<file path="src/rtl/bus_xfer_ctrl_if.sv">
// ---------------------------------------------------------------------------
// bus_xfer_ctrl_if
// Handshake and enable bundle between the control unit (master) and the
// bus transfer controller (slave).
//   start       : request a transfer (master -> slave)
//   src_sel     : 5-bit source id      (master -> slave)
//   dst_sel     : 5-bit destination id (master -> slave)
//   src_out_en  : one-hot source out-enable toward the bus mux (slave -> master)
//   dst_in_en   : one-hot destination in-enable               (slave -> master)
//   busy        : transfer in progress                         (slave -> master)
//   done        : one-cycle completion pulse                   (slave -> master)
//   err         : one-cycle rejected-request pulse             (slave -> master)
// ---------------------------------------------------------------------------
interface bus_xfer_ctrl_if #(
    parameter int NUM_SRC = 24,
    parameter int NUM_DST = 24
);
    logic               start;
    logic [4:0]         src_sel;
    logic [4:0]         dst_sel;
    logic [NUM_SRC-1:0] src_out_en;
    logic [NUM_DST-1:0] dst_in_en;
    logic               busy;
    logic               done;
    logic               err;

    modport master (
        output start, src_sel, dst_sel,
        input  src_out_en, dst_in_en, busy, done, err
    );

    modport slave (
        input  start, src_sel, dst_sel,
        output src_out_en, dst_in_en, busy, done, err
    );
endinterface

</file>
<file path="src/rtl/bus_xfer_ctrl.sv">
// ---------------------------------------------------------------------------
// bus_xfer_ctrl
// Destination-side controller for the shared 32-bit datapath bus. Accepts
// one (source, destination) transfer request, drives a single source
// out-enable, holds it alone for SETTLE_CYCLES cycles, then pulses a single
// destination in-enable for one cycle so the target captures BusMuxOut.
// Ports:
//   clock : system clock (rising edge)
//   clear : synchronous active-high reset
//   bus   : bus_xfer_ctrl_if.slave (start/src_sel/dst_sel in;
//           src_out_en/dst_in_en/busy/done/err out, all registered)
// ---------------------------------------------------------------------------
module bus_xfer_ctrl #(
    parameter int SETTLE_CYCLES = 1,
    parameter int NUM_SRC       = 24,
    parameter int NUM_DST       = 24
) (
    input  logic            clock,
    input  logic            clear,
    bus_xfer_ctrl_if.slave  bus
);

    typedef enum logic [1:0] {
        ST_IDLE,
        ST_SETTLE,
        ST_CAPTURE,
        ST_DONE
    } state_t;

    localparam logic [5:0] SRC_LIMIT = 6'(NUM_SRC);
    localparam logic [5:0] DST_LIMIT = 6'(NUM_DST);
    // Terminal count of the settle counter; unused when SETTLE_CYCLES is 0
    // because SETTLE is then skipped entirely.
    localparam logic [3:0] LAST_CNT  = (SETTLE_CYCLES > 0) ? 4'(SETTLE_CYCLES - 1) : 4'd0;

    state_t             state_reg, state_next;
    logic [4:0]         src_id_reg, src_id_next;
    logic [4:0]         dst_id_reg, dst_id_next;
    logic [3:0]         cnt_reg, cnt_next;

    logic [NUM_SRC-1:0] src_en_reg, src_en_next;
    logic [NUM_DST-1:0] dst_en_reg, dst_en_next;
    logic               busy_reg, busy_next;
    logic               done_reg, done_next;
    logic               err_reg, err_next;

    logic [NUM_SRC-1:0] src_dec;
    logic [NUM_DST-1:0] dst_dec;
    logic               req_valid;

    assign req_valid = ({1'b0, bus.src_sel} < SRC_LIMIT) &&
                       ({1'b0, bus.dst_sel} < DST_LIMIT);

    // Decoders work on the *next* latched ids so the registered enables line
    // up with the state they belong to (outputs are a registered decode of
    // state_next rather than a combinational decode of state_reg).
    genvar gi;
    generate
        for (gi = 0; gi < NUM_SRC; gi++) begin : g_src_dec
            assign src_dec[gi] = (src_id_next == 5'(gi));
        end
        for (gi = 0; gi < NUM_DST; gi++) begin : g_dst_dec
            assign dst_dec[gi] = (dst_id_next == 5'(gi));
        end
    endgenerate

    // Next-state logic
    always_comb begin
        state_next  = state_reg;
        src_id_next = src_id_reg;
        dst_id_next = dst_id_reg;
        cnt_next    = cnt_reg;
        err_next    = 1'b0;

        case (state_reg)
            ST_IDLE: begin
                if (bus.start) begin
                    if (req_valid) begin
                        src_id_next = bus.src_sel;
                        dst_id_next = bus.dst_sel;
                        cnt_next    = 4'd0;
                        state_next  = (SETTLE_CYCLES == 0) ? ST_CAPTURE : ST_SETTLE;
                    end else begin
                        err_next = 1'b1;
                    end
                end
            end
            ST_SETTLE: begin
                if (cnt_reg == LAST_CNT) begin
                    cnt_next   = 4'd0;
                    state_next = ST_CAPTURE;
                end else begin
                    cnt_next = cnt_reg + 4'd1;
                end
            end
            ST_CAPTURE: state_next = ST_DONE;
            ST_DONE:    state_next = ST_IDLE;
            default:    state_next = ST_IDLE;
        endcase
    end

    // Output decode of the state being entered
    always_comb begin
        src_en_next = '0;
        dst_en_next = '0;
        busy_next   = (state_next != ST_IDLE);
        done_next   = (state_next == ST_DONE);
        if ((state_next == ST_SETTLE) || (state_next == ST_CAPTURE)) begin
            src_en_next = src_dec;
        end
        if (state_next == ST_CAPTURE) begin
            dst_en_next = dst_dec;
        end
    end

    always_ff @(posedge clock) begin
        if (clear) begin
            state_reg  <= ST_IDLE;
            src_id_reg <= '0;
            dst_id_reg <= '0;
            cnt_reg    <= '0;
            src_en_reg <= '0;
            dst_en_reg <= '0;
            busy_reg   <= 1'b0;
            done_reg   <= 1'b0;
            err_reg    <= 1'b0;
        end else begin
            state_reg  <= state_next;
            src_id_reg <= src_id_next;
            dst_id_reg <= dst_id_next;
            cnt_reg    <= cnt_next;
            src_en_reg <= src_en_next;
            dst_en_reg <= dst_en_next;
            busy_reg   <= busy_next;
            done_reg   <= done_next;
            err_reg    <= err_next;
        end
    end

    assign bus.src_out_en = src_en_reg;
    assign bus.dst_in_en  = dst_en_reg;
    assign bus.busy       = busy_reg;
    assign bus.done       = done_reg;
    assign bus.err        = err_reg;

endmodule
</file>
<file path="src/flat_wrapper.sv">
// flat-port wrapper written by rule: the top's interface ports become plain ports
module bus_xfer_ctrl_flat 
#(
    parameter int SETTLE_CYCLES = 1,
    parameter int NUM_SRC       = 24,
    parameter int NUM_DST       = 24
)
  (clock, clear, bus_start, bus_src_sel, bus_dst_sel, bus_src_out_en, bus_dst_in_en, bus_busy, bus_done, bus_err);
  bus_xfer_ctrl_if #(.NUM_SRC(NUM_SRC), .NUM_DST(NUM_DST)) bus_i ();
  input  logic clock;
  input  logic clear;
  input wire logic [$bits(bus_i.start)-1:0] bus_start;
  input wire logic [$bits(bus_i.src_sel)-1:0] bus_src_sel;
  input wire logic [$bits(bus_i.dst_sel)-1:0] bus_dst_sel;
  output wire logic [$bits(bus_i.src_out_en)-1:0] bus_src_out_en;
  output wire logic [$bits(bus_i.dst_in_en)-1:0] bus_dst_in_en;
  output wire logic [$bits(bus_i.busy)-1:0] bus_busy;
  output wire logic [$bits(bus_i.done)-1:0] bus_done;
  output wire logic [$bits(bus_i.err)-1:0] bus_err;
  assign bus_i.start = bus_start;
  assign bus_i.src_sel = bus_src_sel;
  assign bus_i.dst_sel = bus_dst_sel;
  assign bus_src_out_en = bus_i.src_out_en;
  assign bus_dst_in_en = bus_i.dst_in_en;
  assign bus_busy = bus_i.busy;
  assign bus_done = bus_i.done;
  assign bus_err = bus_i.err;
  bus_xfer_ctrl #(.SETTLE_CYCLES(SETTLE_CYCLES), .NUM_SRC(NUM_SRC), .NUM_DST(NUM_DST)) u_core (.clock(clock), .clear(clear), .bus(bus_i));
endmodule
</file>
<file path="config.mk">
export PLATFORM = sky130hd
export DESIGN_NAME = bus_xfer_ctrl_flat
export DESIGN_NICKNAME = d
export VERILOG_FILES = /design/src/rtl/bus_xfer_ctrl_if.sv /design/src/rtl/bus_xfer_ctrl.sv /design/src/flat_wrapper.sv
export SDC_FILE = /design/constraint.sdc
export NUM_CORES = 1
export LEC_CHECK = 0
export ABC_AREA = 1
export ABC_CLOCK_PERIOD_IN_PS = 6550
export BUFFER_PORTS_ARGS = -buffer_cell sky130_fd_sc_hd__buf_2
export CAP_MARGIN = 20
export CORE_AREA = 2 2 70 72
export CTS_CLUSTER_DIAMETER = 150
export CTS_CLUSTER_SIZE = 28
export DETAILED_ROUTE_END_ITERATION = 10
export DIE_AREA = 0 0 72 74
export PLACE_DENSITY = 0.8
export SLEW_MARGIN = 20
export SYNTH_ARGS = -nofsm -noshare
export SYNTH_HDL_FRONTEND = slang
export SYNTH_SLANG_ARGS = --single-unit
</file>
<file path="constraint.sdc">
create_clock -name clock -period 6.55 [get_ports clock]
set_input_delay 0 -clock clock [delete_from_list [all_inputs] [get_ports clock]]
set_output_delay 0 -clock clock [all_outputs]
set_load 0.02 [all_outputs]
</file>
==> flow_summary.yaml <==
sta:
  period_needed_ns: 2.34
  finalSetupTns_ns: 0
  slew_violations: 0
  max_slew.worst_pin.slew_ns: 0.503
  fin_skew_ns: 0.00803
  fmax_ghz: 0.428
  rsz0062_at_grt: "false"
  whs_ns: 0.0373
  setup_violations: 0
  max-slew-margin-rel_pct: 66.4
  min_period_over_period_pct: 35.7
  final_hold_viol_count: 0
clocking:
  cts_root_buf: "clkbuf_8"
  numCtsBuffers: 9
  cts_setup_buffers: 0
  cts.sinks: 67
  clk_path_buf_depth: 2
  cts_max_level: 3
  cts_tree: "built"
  clk_pin_slew_worst_paths_ns: 0.07
  insertion_delay_ns: 0.34
logic_synthesis:
  ys.flop_type: "dfxtp_1"
  synth_area_um2: 2410
  yosysWarningCount: 0
  yosysSeqAreaShare_pct: 55.6
  ys_seq_elements: 67
  async_flop_share_pct: 0
  avgSynthCellArea_um2: 8.74
  postSynthCellCount: 276
  synth_edf_count: 0
  syn-num-nets: 292
  synth.distinct_cells: 31
placed_design:
  port_buffers: 63
  gp_congestion: 0.843
  hpwl_um: 3270
power_and_ir_drop:
  leakagePower_nw: 1.46
  finalPower_mw: 0.953
  clkPwrFrac_pct: 42.8
  p_sw_share_pct: 25.6
  vdd_drop_max_mv: 0.190
  power.internal_mw: 0.709
  switchingPower_mw: 0.244
  power_density_nw_per_um2: 316
  seq_power_share_pct: 44.6
  p_comb_share_pct: 12.7
layout:
  final_common_cell: "dfxtp_1"
  n_antenna_cell: 0
  final_util_pct: 65.5
  drive_above_1_share_pct: 35.2
  area_growth_pct: 24.9
  layout_common_cells: "dfxtp_1 (67), nor2_1 (65), buf_2 (63), nand2_1 (43), inv_1 (23)"
  finish.net_count: 363
critical_path:
  critPathLaunchType: "flip-flop"
  setup.worst_path.class: "reg -> reg"
  r2r_slack_ns: 4.21
  arrival_ns: 2.62
  r2r-start: "u_core.cnt_reg[0]"
  cp-end-kind: "flip-flop"
  rr_worst_depth: 10
  r2r_end: "u_core.bus.src_out_en[0]"
  worst_ep_required_time_ns: 6.83
  cp_max_fo: 5
status:
  status: "finished, final reports clean"
drt:
  wl_per_cell_um: 10.9
  num_vias: 1878
  drc: 0
  postRouteAntennaNets: 0
  vias_per_cell: 4.63
  dr.pass1.iters: 4
  finalWirelength_um: 4440
  drt_iter0_markers: 81
global_routing:
  antenna_found_initial: 0
  grt_pass1_wl_um: 7110
  grtUsageTotal_pct: 18.1
  overflow: 0
  grt_max_degree: 21
  grt_pass1_vias: 1729
die:
  die_h_um: 74
  ios: 64
  start_util_pct: 52.4
  fp.dieW_um: 72
  placeableCoreArea_um2: 4600
  die-area_um2: 5330
  rows: 25
worst_hold_path:
  hp-class: "in -> reg"
  whs_endpoint: "u_core.src_id_reg[2]"
  hold_depth: 5
  hp-start: "bus_src_sel[2]"
job:
  max_cap_viol_count: 0
[synthesized netlist by cell type (all sizes together) (3+ instances only)]
cell type   n  area share [%]
nand3       3             1.3
dfxtp      67              56
ha          3             1.6
buf         4             1.6
nor3        5             1.5
nand2      66              14
o21ai      10             2.2
nor2       75              14
a21oi       7             1.9
inv        28             4.4
[cell type report]
| type | count | area, um2 |
|---|---|---|
| clock buffer | 10 | 128 |
| inverter | 28 | 105 |
| tap | 54 | 67.6 |
| multi-input combinational | 176 | 922 |
| timing repair buffer | 65 | 335 |
| sequential | 67 | 1340 |
| fill | 381 | 1590 |
| clock inverter | 6 | 113 |
[power groups by stage]
stage | registers, mW | clock network [mW] | logic, mW
after floorplan | 0.441 | 0 | 0.0895
after global placement | 0.434 | 0 | 0.118
after detailed placement | 0.434 | 0 | 0.119
after CTS | 0.425 | 0.414 | 0.122
after global routing | 0.426 | 0.428 | 0.137
final | 0.425 | 0.408 | 0.121
[metal layers]
layer  track usage, %  vias up  routed length (um)
li1                 -      989                   -
met1             19.2      828                1920
met2             31.1       52                2190
met3             4.88        9                 260
met4             13.2        0                  80
met5                0        -                   0
[worst max-delay path by stage]
stage / from / to
global placement: u_core.cnt_reg[0] / u_core.bus.src_out_en[18]
detailed placement: u_core.cnt_reg[0] / u_core.bus.src_out_en[0]
CTS: u_core.cnt_reg[0] / u_core.bus.src_out_en[0]
finish: u_core.cnt_reg[0] / u_core.bus.src_out_en[0]
floorplan: u_core.cnt_reg[0] / u_core.bus.src_out_en[10]
global route: u_core.cnt_reg[0] / u_core.bus.src_out_en[19]
[worst max-delay path: stages, from the launching register on]
cell and delay (ns):
dfxtp_1 0.35, inv_1 0.08, ha_1 0.14, nor3b_1 0.31
nor2_1 0.09, nor3_1 0.28, ha_1 0.28, or2_2 0.31
a21oi_4 0.20, nand2_2 0.12, nor2_1 0.10
[cell families after synthesis]
family                   synth area share [%]
XOR/XNOR                                0.363
buffers and inverters                    6.12
adder cells (fa/ha/maj)                  1.56
flip-flops                               55.6
AO/OA/AOI/OAI                            4.77
AND/OR/NAND/NOR                          31.6
[per-stage QoR]
step / instance area (um2) / worst slack [ns] / instances
after CTS: 3010 / 4.20 / 406
final: 3010 / 4.21 / 406
after global placement: 2750 / 4.35 / 388
after floorplan: 2410 / 4.50 / 276
after global routing: 3010 / 3.90 / 406
after detailed placement: 2750 / 4.23 / 388
[what timing repair did]
action / 4_1_cts / 5_1_grt
hold endpoints to repair: 2 / 0
resized for setup: 0 / 0
hold buffers: 2 / 0
Power figures use the tool's default switching activity.
